--- src/rtl/alphamission_side_pkg.sv ---
// Shared definitions for the side-layer VRAM CPU access sequencer:
// the sequencer state type, default timing parameters and the VRAM address width.
package alphamission_side_pkg;

  localparam int SIDE_VRAM_AW   = 11;
  localparam int DEF_SETUP_CYC  = 1;
  localparam int DEF_STROBE_CYC = 1;

  typedef enum logic [2:0] {
    ST_IDLE   = 3'd0,
    ST_PEND   = 3'd1,
    ST_SETUP  = 3'd2,
    ST_STROBE = 3'd3,
    ST_HOLD   = 3'd4,
    ST_DONE   = 3'd5
  } side_acc_state_t;

  function automatic int max_int(input int a, input int b);
    return (a > b) ? a : b;
  endfunction

endpackage

--- src/rtl/side_access_timer.sv ---
// Loadable down-counter with a terminal-count flag; paces the SETUP and
// STROBE phases of a VRAM access sequencer.
module side_access_timer #(
  parameter int W = 1
) (
  input  logic         clk,
  input  logic         rst,
  input  logic         load,
  input  logic [W-1:0] load_val,
  output logic         tc
);

  logic [W-1:0] count_q;
  logic [W-1:0] count_d;

  always_comb begin
    count_d = count_q;
    if (load) begin
      count_d = load_val;
    end else if (count_q != '0) begin
      count_d = count_q - W'(1);
    end
  end

  always_ff @(posedge clk) begin
    if (rst) begin
      count_q <= '0;
    end else begin
      count_q <= count_d;
    end
  end

  assign tc = (count_q == '0);

endmodule

--- src/rtl/alphamission_side_vram_access.sv ---
// CPU-side access sequencer for the side-layer VRAM: converts a CPU request into
// registered chip-select / mux / transceiver / OE / WE sequencing and returns read data.
module alphamission_side_vram_access
  import alphamission_side_pkg::*;
#(
  parameter int SETUP_CYC  = DEF_SETUP_CYC,
  parameter int STROBE_CYC = DEF_STROBE_CYC
) (
  input  logic                    clk,
  input  logic                    VIDEO_RST,
  input  logic                    cpu_cs,
  input  logic                    cpu_rd,
  input  logic                    cpu_wr,
  input  logic [SIDE_VRAM_AW-1:0] cpu_addr,
  input  logic [7:0]              cpu_din,
  input  logic                    cpu_slot,
  output logic [7:0]              cpu_dout,
  output logic                    cpu_waitn,
  output logic                    SIDE_VRAM_CSn,
  output logic                    V_C,
  output logic [SIDE_VRAM_AW-1:0] VA,
  output logic [7:0]              VD_out,
  input  logic [7:0]              VD_in,
  output logic                    VRD,
  output logic                    VDG,
  output logic                    VOE,
  output logic                    VWE,
  output side_acc_state_t         dbg_state
);

  localparam int CW = $clog2(max_int(SETUP_CYC, STROBE_CYC)) + 1;
  localparam logic [CW-1:0] SETUP_LD  = CW'(SETUP_CYC - 1);
  localparam logic [CW-1:0] STROBE_LD = CW'(STROBE_CYC - 1);

  side_acc_state_t state_q, state_d;
  logic                    op_wr_q, op_wr_d;
  logic [SIDE_VRAM_AW-1:0] addr_q, addr_d;
  logic [7:0]              data_q, data_d;
  logic [7:0]              dout_q, dout_d;
  logic                    csn_q, csn_d;
  logic                    vc_q, vc_d;
  logic [SIDE_VRAM_AW-1:0] va_q, va_d;
  logic [7:0]              vd_q, vd_d;
  logic                    vrd_q, vrd_d;
  logic                    vdg_q, vdg_d;
  logic                    voe_q, voe_d;
  logic                    vwe_q, vwe_d;
  logic                    waitn_q, waitn_d;

  logic          req;
  logic          tmr_load;
  logic [CW-1:0] tmr_val;
  logic          tmr_tc;

  side_access_timer #(.W(CW)) u_timer (
    .clk      (clk),
    .rst      (VIDEO_RST),
    .load     (tmr_load),
    .load_val (tmr_val),
    .tc       (tmr_tc)
  );

  always_comb begin
    req      = cpu_cs & (cpu_rd | cpu_wr);
    state_d  = state_q;
    op_wr_d  = op_wr_q;
    addr_d   = addr_q;
    data_d   = data_q;
    dout_d   = dout_q;
    tmr_load = 1'b0;
    tmr_val  = SETUP_LD;

    case (state_q)
      ST_IDLE, ST_PEND: begin
        if (!req) begin
          state_d = ST_IDLE;
        end else if (cpu_slot) begin
          // A simultaneous read+write strobe is treated as a write.
          state_d  = ST_SETUP;
          op_wr_d  = cpu_wr;
          addr_d   = cpu_addr;
          data_d   = cpu_din;
          tmr_load = 1'b1;
          tmr_val  = SETUP_LD;
        end else begin
          state_d = ST_PEND;
        end
      end
      ST_SETUP: begin
        if (tmr_tc) begin
          state_d  = ST_STROBE;
          tmr_load = 1'b1;
          tmr_val  = STROBE_LD;
        end
      end
      ST_STROBE: begin
        if (tmr_tc) begin
          if (op_wr_q) begin
            state_d = ST_HOLD;
          end else begin
            state_d = ST_DONE;
            dout_d  = VD_in;
          end
        end
      end
      ST_HOLD: state_d = ST_DONE;
      ST_DONE: begin
        if (!cpu_cs) begin
          state_d = ST_IDLE;
        end
      end
      default: state_d = ST_IDLE;
    endcase

    // Bus controls are decoded from the next state so every output is a flop.
    csn_d   = 1'b1;
    vc_d    = 1'b0;
    va_d    = '0;
    vd_d    = 8'hFF;
    vrd_d   = 1'b0;
    vdg_d   = 1'b1;
    voe_d   = 1'b1;
    vwe_d   = 1'b1;
    waitn_d = 1'b1;

    case (state_d)
      ST_PEND: waitn_d = 1'b0;
      ST_SETUP, ST_STROBE, ST_HOLD: begin
        csn_d   = 1'b0;
        vc_d    = 1'b1;
        vdg_d   = 1'b0;
        va_d    = addr_d;
        waitn_d = 1'b0;
        vrd_d   = op_wr_d;
        if (op_wr_d) begin
          vd_d = data_d;
        end else begin
          voe_d = 1'b0;
        end
        if (state_d == ST_STROBE && op_wr_d) begin
          vwe_d = 1'b0;
        end
      end
      default: ;
    endcase
  end

  always_ff @(posedge clk) begin
    if (VIDEO_RST) begin
      state_q <= ST_IDLE;
      op_wr_q <= 1'b0;
      addr_q  <= '0;
      data_q  <= '0;
      dout_q  <= 8'h00;
      csn_q   <= 1'b1;
      vc_q    <= 1'b0;
      va_q    <= '0;
      vd_q    <= 8'hFF;
      vrd_q   <= 1'b0;
      vdg_q   <= 1'b1;
      voe_q   <= 1'b1;
      vwe_q   <= 1'b1;
      waitn_q <= 1'b1;
    end else begin
      state_q <= state_d;
      op_wr_q <= op_wr_d;
      addr_q  <= addr_d;
      data_q  <= data_d;
      dout_q  <= dout_d;
      csn_q   <= csn_d;
      vc_q    <= vc_d;
      va_q    <= va_d;
      vd_q    <= vd_d;
      vrd_q   <= vrd_d;
      vdg_q   <= vdg_d;
      voe_q   <= voe_d;
      vwe_q   <= vwe_d;
      waitn_q <= waitn_d;
    end
  end

  assign cpu_dout      = dout_q;
  assign cpu_waitn     = waitn_q;
  assign SIDE_VRAM_CSn = csn_q;
  assign V_C           = vc_q;
  assign VA            = va_q;
  assign VD_out        = vd_q;
  assign VRD           = vrd_q;
  assign VDG           = vdg_q;
  assign VOE           = voe_q;
  assign VWE           = vwe_q;
  assign dbg_state     = state_q;

endmodule

--- config.mk ---
export PLATFORM = sky130hd
export DESIGN_NAME = alphamission_side_vram_access
export DESIGN_NICKNAME = d
export VERILOG_FILES = /design/src/rtl/alphamission_side_pkg.sv /design/src/rtl/side_access_timer.sv /design/src/rtl/alphamission_side_vram_access.sv
export SDC_FILE = /design/constraint.sdc
export NUM_CORES = 1
export LEC_CHECK = 0
export ABC_AREA = 1
export CAP_MARGIN = 40
export CELL_PAD_IN_SITES_DETAIL_PLACEMENT = 1
export CELL_PAD_IN_SITES_GLOBAL_PLACEMENT = 2
export CORE_ASPECT_RATIO = 0.9
export CORE_MARGIN = 1
export CORE_UTILIZATION = 25
export DETAILED_ROUTE_END_ITERATION = 12
export PLACE_DENSITY = 0.74
export SYNTH_ARGS = -nofsm -noshare
export SYNTH_HDL_FRONTEND = slang
export SYNTH_SLANG_ARGS = --single-unit
--- constraint.sdc ---
create_clock -name clk -period 1.6 [get_ports clk]
set_input_delay 0.48 -clock clk [delete_from_list [all_inputs] [get_ports clk]]
set_output_delay 0.48 -clock clk [all_outputs]
set_load 0.05 [all_outputs]
* Word-level counts from Yosys, hierarchy flattened
Index checks and enable logic that the tools add are counted.
Widths: inputs -> output; s select.
** Word-level totals
- Output and inout bits :: 37
- Word-level logic and storage cells :: 64
- Register bits after elaboration :: 57
** Cells by class
- Add/subtract/negate cells :: 1
- Reduce and logical (&&, ||, !) cells :: 9
- Muxes and demuxes :: 25
- Bitwise operators :: 6
- Equal/unequal tests :: 9
** Operators by type and width (number)
- $mux 11 :: 3
- $mux 8 :: 3
- $pmux 3 s5 :: 1
- $eq 3x2->1 const B :: 4
- $mux 1 :: 12
- $eq 3x3->1 const B :: 3
- $mux 3 :: 3
- $reduce_or 3->1 :: 3
- $eq 3x1->1 const B :: 2
- $mux 2 :: 2
- $not 1->1 :: 4
- $reduce_or 2->1 :: 2
- $reduce_or 4->1 :: 1
- $logic_not 3->1 :: 1
- $reduce_and 3->1 :: 1
- $pmux 1 s2 :: 1
- $and 1x1->1 :: 1
- $logic_and 1x1->1 :: 1
- $or 1x1->1 :: 1
- $sub 1x1->1 const B :: 1

* Logic depth before layout (Yosys ltp)
- Depth after elaboration :: 8
- Depth in mapped cells :: 10
- Gate-level depth less buffers :: 10

* By module
A second synthesis with hierarchy kept.
** Second synthesis, totals
- Cells, all modules :: 259
- Area total of the unflattened synthesis :: 2099.5 sq um
** By module, submodules not included
- alphamission_side_vram_access :: cells each 255, seq. area each 1121.1 sq um, area an instance 2065.7 sq um, times used 1
- side_access_timer :: cells each 4, seq. area each 20.0 sq um, area an instance 33.8 sq um, times used 1

* Worst setup path before layout
No wires, ideal clock.
- Path type :: reg2reg
- From :: register state_q[1], in the netlist dbg_state[1]
- To :: register voe_q, in the netlist VOE
- Cell stages (with the launch flop) :: 8
- Period minus slack after synthesis :: 1648 ps
- Buffers on the path :: 0
- Setup time :: 135 ps
- Arrival :: 1514 ps
- Setup slack :: -48 ps
- Cells stage by stage :: dfxtp_1 -> inv_1 -> nand3_1 -> nand2_2 -> inv_1 -> nand2_1 -> o21bai_4 -> nand3_1
** On the way
- Longest elaborated chain between the ends :: 7
- Elaborated cells between the ends (all ways) :: 19
- Classes of those cells :: 8 x eq/ne; 6 x mux; 1 x bitwise; 4 x reduce/logical
** RTL lines
- start: declaration :: RTL line alphamission_side_vram_access.sv:35 : side_acc_state_t state_q, state_d;
- start signal: assignment :: RTL line alphamission_side_vram_access.sv:165 : state_q <= state_d;
- $eq 3x1->1 or $logic_not 3->1 (tied branches) :: RTL line alphamission_side_vram_access.sv:73 : case (state_q)
- $reduce_or 2->1 :: RTL line alphamission_side_vram_access.sv:73
- $pmux 3 s5 :: RTL line alphamission_side_vram_access.sv:73
- $eq 3x2->1 or $eq 3x3->1 (tied branches) :: RTL line alphamission_side_vram_access.sv:126 : case (state_d)
- $reduce_or 3->1 :: RTL line alphamission_side_vram_access.sv:126
- $not 1->1 (no line)
- $reduce_or 2->1 (no line)
- end signal: assignment :: RTL line alphamission_side_vram_access.sv:176 : voe_q <= voe_d;
- end: declaration :: RTL line alphamission_side_vram_access.sv:46 : logic voe_q, voe_d;
Several ways; a longest one is shown, not always the timed one.
A chain may end at the register's enable or synchronous reset.

* Worst setup path after layout
- From :: register state_q[2], in the netlist dbg_state[2]
- To :: register va_q[1], in the netlist VA[1]
** On the way
- Longest elaborated chain between the ends :: 7
- Elaborated cells between the ends (all ways) :: 18
- Classes of those cells :: 8 x eq/ne; 5 x mux; 1 x bitwise; 4 x reduce/logical
** RTL lines
- $eq 3x1->1 or $logic_not 3->1 (tied branches) :: RTL line alphamission_side_vram_access.sv:73
- $reduce_or 2->1 :: RTL line alphamission_side_vram_access.sv:73
- $pmux 3 s5 :: RTL line alphamission_side_vram_access.sv:73
- $eq 3x2->1 or $eq 3x3->1 (tied branches) :: RTL line alphamission_side_vram_access.sv:126
- $reduce_or 3->1 :: RTL line alphamission_side_vram_access.sv:126
- $not 1->1 (no line)
- $reduce_or 2->1 (no line)
- end signal: assignment :: RTL line alphamission_side_vram_access.sv:172 : va_q <= va_d;
- end: declaration :: RTL line alphamission_side_vram_access.sv:42 : logic [SIDE_VRAM_AW-1:0] va_q, va_d;
Several ways; a longest one is shown, not always the timed one.

==> flow_metrics.py <==
metrics = {
    "power_and_ir_drop": {
        "p_sw_share_pct": 27.9,
        "p_sw_w": 0.000956,
        "power.ir.vdd_worst_v": 0.000424,
        "pwr-share-comb_pct": 21.0,
        "power.leakage_nw": 1.68,
        "seq_power_share_pct": 44.7,
        "internal-power_w": 0.00247,
        "pwr-share-clk_pct": 34.3,
        "powerDensity_nw_per_um2": 924,
        "p_total_w": 0.00342,
    },
    "worst_setup_path": {
        "start_kind": "register",
        "crit_chain": "inv_1 > nand3_1 > inv_1 > nand2_1 > nand2_2 > buf_4 > a21oi_2 > buf_12 > nor2_1",
        "rr_startpoint": "dbg_state[2]",
        "endpoint_kind": "register",
        "required_ns": 1.82,
        "path_buf_inv": 4,
        "reg2regPathDepth": 9,
        "slowest_delay_ns": 0.42,
        "critPathMaxFanout": 12,
        "ff2ff_setup_slack_ns": 0.14,
        "r2r_end": "VA[1]",
        "cp_top_family": "buffers and inverters",
        "slowest_stage": "dfxtp_2",
        "worstSetupPathType": "reg -> reg",
        "worstPathArrival_ns": 1.69,
        "cpMostUsedCell": "inv_1",
    },
    "global_routing": {
        "grt_max_degree": 15,
        "grt_pass1_wl_um": 9450,
        "grt_pass1_vias": 2001,
        "antenna_found_initial": 0,
        "grt.total_usage_pct": 14.3,
        "grt_overflow": 0,
    },
    "logic_synthesis": {
        "ys_seq_area_share_pct": 55.8,
        "synth_area_leaders": "dfxtp_1 56%, nor2_1 11%, inv_1 5.7%",
        "synthXorXnorAreaFrac_pct": 0,
        "yosys_warnings": 0,
        "synth_top_family_by_area": "simple AND/OR/NAND/NOR gates",
        "syn_nets": 279,
        "synth-seq-cells": 57,
        "syn-instance-count": 246,
        "yosys.area_share.adder_pct": 0,
        "syn_area_um2": 2040,
        "yosysTopAreaCell": "dfxtp_1",
        "yosys.area_share.simple_pct": 26.1,
        "synth_compound_area_share_pct": 9.42,
        "synth_top_area_share_pct": 55.8,
        "synthMuxAreaShare_pct": 0,
        "syn_avg_cell_area_um2": 8.31,
        "ys_types": 25,
    },
    "floorplan": {
        "rows": 30,
        "start_util_pct": 26.4,
        "core-area_um2": 7730,
        "die_h_um": 87.8,
        "ios": 70,
        "die_area_um2": 8540,
        "die_w_um": 97.3,
    },
    "timing": {
        "skew_ns": 0.00862,
        "finalHoldViolCount": 0,
        "fmax_ghz": 0.684,
        "period_share_pct": 91.4,
        "fin_crit_ns": 1.46,
        "setup_viol": 0,
        "setup_tns_ns": 0,
        "hold_ws_ns": 0.522,
        "setup_slack_ns": 0.137,
        "rsz0062_at_grt": "false",
        "slew_violations": 0,
    },
    "cells_and_area": {
        "ff_latch_area_um2": 1140,
        "nFillCells": 877,
        "drive_gt1_share_pct": 35.8,
        "diodes": 0,
        "final_cell_mix": "61 x nor2_1, 54 x dfxtp_1, 41 x buf_12",
        "nNetsFinal": 379,
        "layout_commonest_cell": "nor2_1",
        "syn_to_final_growth_pct": 81.3,
        "fin_util_pct": 47.9,
        "multi_input_area_um2": 840,
    },
    "placed_design": {
        "gp_congestion": 0.768,
        "dp_slack_ns": -0.418,
        "port_buffers": 69,
        "dp_hpwl_um": 4180,
    },
    "run": {
        "max_cap_violations": 0,
    },
    "detailed_routing": {
        "num_vias": 1879,
        "drtPass1Iterations": 4,
        "viasPerCell": 4.22,
        "wl_um": 5770,
        "drtIter0Drc": 23,
        "drc": 0,
        "ant_nets": 0,
        "wl_per_cell_um": 13.0,
    },
    "clocking": {
        "ctsHoldBuffers": 0,
        "htree_levels": 3,
        "clk_pin_slew_ns": 0.07,
        "clk_latency_ns": 0.33,
        "cts_buffers": 9,
        "cts_tree": "built",
        "clock-sinks": 57,
        "clockBufferDepth": 2,
        "ctsRootBufferMaster": "clkbuf_8",
    },
    "run_status": {
        "status": "complete, no violations",
    },
    "min_path": {
        "min_to": "cpu_dout[4]",
        "hold_start": "cpu_dout[4]",
        "hp-class": "reg -> reg",
        "whs_path_depth": 2,
    },
}
final cells by class:
| cell class | instances | share of cell area (%) |
|---|---|---|
| timing repair buffer | 95 | 35.4 |
| clock buffer | 11 | 4.09 |
| inverter | 32 | 3.24 |
| tap | 96 | 3.24 |
| clock inverter | 3 | 0.473 |
| sequential | 57 | 30.9 |
| multi-input combinational | 151 | 22.7 |
stage by stage:
| step | instances | instance area (um^2) |
|---|---|---|
| 2_1_floorplan | 246 | 2050 |
| 3_3_place_gp | 427 | 3410 |
| 3_5_place_dp | 427 | 3410 |
| 4_1_cts | 443 | 3620 |
| 5_1_grt | 445 | 3710 |
| 6_report | 445 | 3710 |
cells by family (layout without fill, tap and decap cells):
family          count (synthesis)  after routing
simple gates                  115            116
flops                          57             57
buf+inv                        40            141
compound gates                 33             34
other cells                     1              1
power groups by stage:
stage | Sequential [W] | Combinational [W] | Clock, W
CTS | 0.00153 | 0.000701 | 0.00122
floorplan | 0.00165 | 0.000222 | 0
global route | 0.00154 | 0.000778 | 0.00126
finish | 0.00153 | 0.000721 | 0.00117
detailed placement | 0.00156 | 0.000674 | 0
global placement | 0.00156 | 0.000664 | 0
flip-flops by register name (all words and copies together) (netlist names), 3 cells and up:
| name | flops |
|---|---|
| VD_out | 8 |
| cpu_dout | 8 |
| VA | 11 |
| dbg_state | 3 |
| addr_q | 11 |
| data_q | 8 |
synthesized netlist by cell type:
cell / count
buf_2: 2
buf_4: 1
conb_1: 1
o21ai_0: 19
nor2_4: 4
buf_6: 2
o21ai_2: 2
nand2_1: 20
nand2_4: 1
nand3_1: 15
inv_1: 31
inv_2: 1
nand2_2: 3
nor2_1: 61
nor2_2: 2
clkbuf_2: 1
or2_2: 8
o211ai_1: 1
a21oi_2: 1
nand3_4: 1
dfxtp_1: 57
clkbuf_1: 1
buf_1: 1
o21bai_4: 1
o21ai_1: 9
layer usage:
layer,vias to the layer above,wire length [um],global-route usage (%)
met5,-,0,0
met4,0,86,6.02
met3,8,350,5.11
met2,52,2820,25.6
met1,860,2520,15.7
li1,959,-,-
worst register-to-register path, cell delays in order (launching register included):
cell     delay (ns)
dfxtp_2        0.42
inv_1          0.08
nand3_1        0.11
inv_1          0.09
nand2_1        0.09
nand2_2        0.05
buf_4          0.13
a21oi_2        0.17
buf_12         0.16
nor2_1         0.05
what timing repair did:
action	CTS	global route
endpoints found under the setup margin	12	53
gates cloned	2	0
buffers inserted	0	2
resized for setup	10	27
pin swaps	4	4
worst max path at each step:
stage	from	to	slack (ns)	depth (start not counted)
after global placement	cpu_cs	VD_out[3]	-0.40	9
after floorplan	dbg_state[0]	VOE	0.01	7
after CTS	cpu_cs	VD_out[2]	0.001	8
after global routing	dbg_state[2]	VA[1]	0.05	9
after detailed placement	cpu_cs	VD_out[0]	-0.42	9
final	dbg_state[2]	VA[1]	0.14	9
No activity file was read; power rests on OpenSTA's default activity.
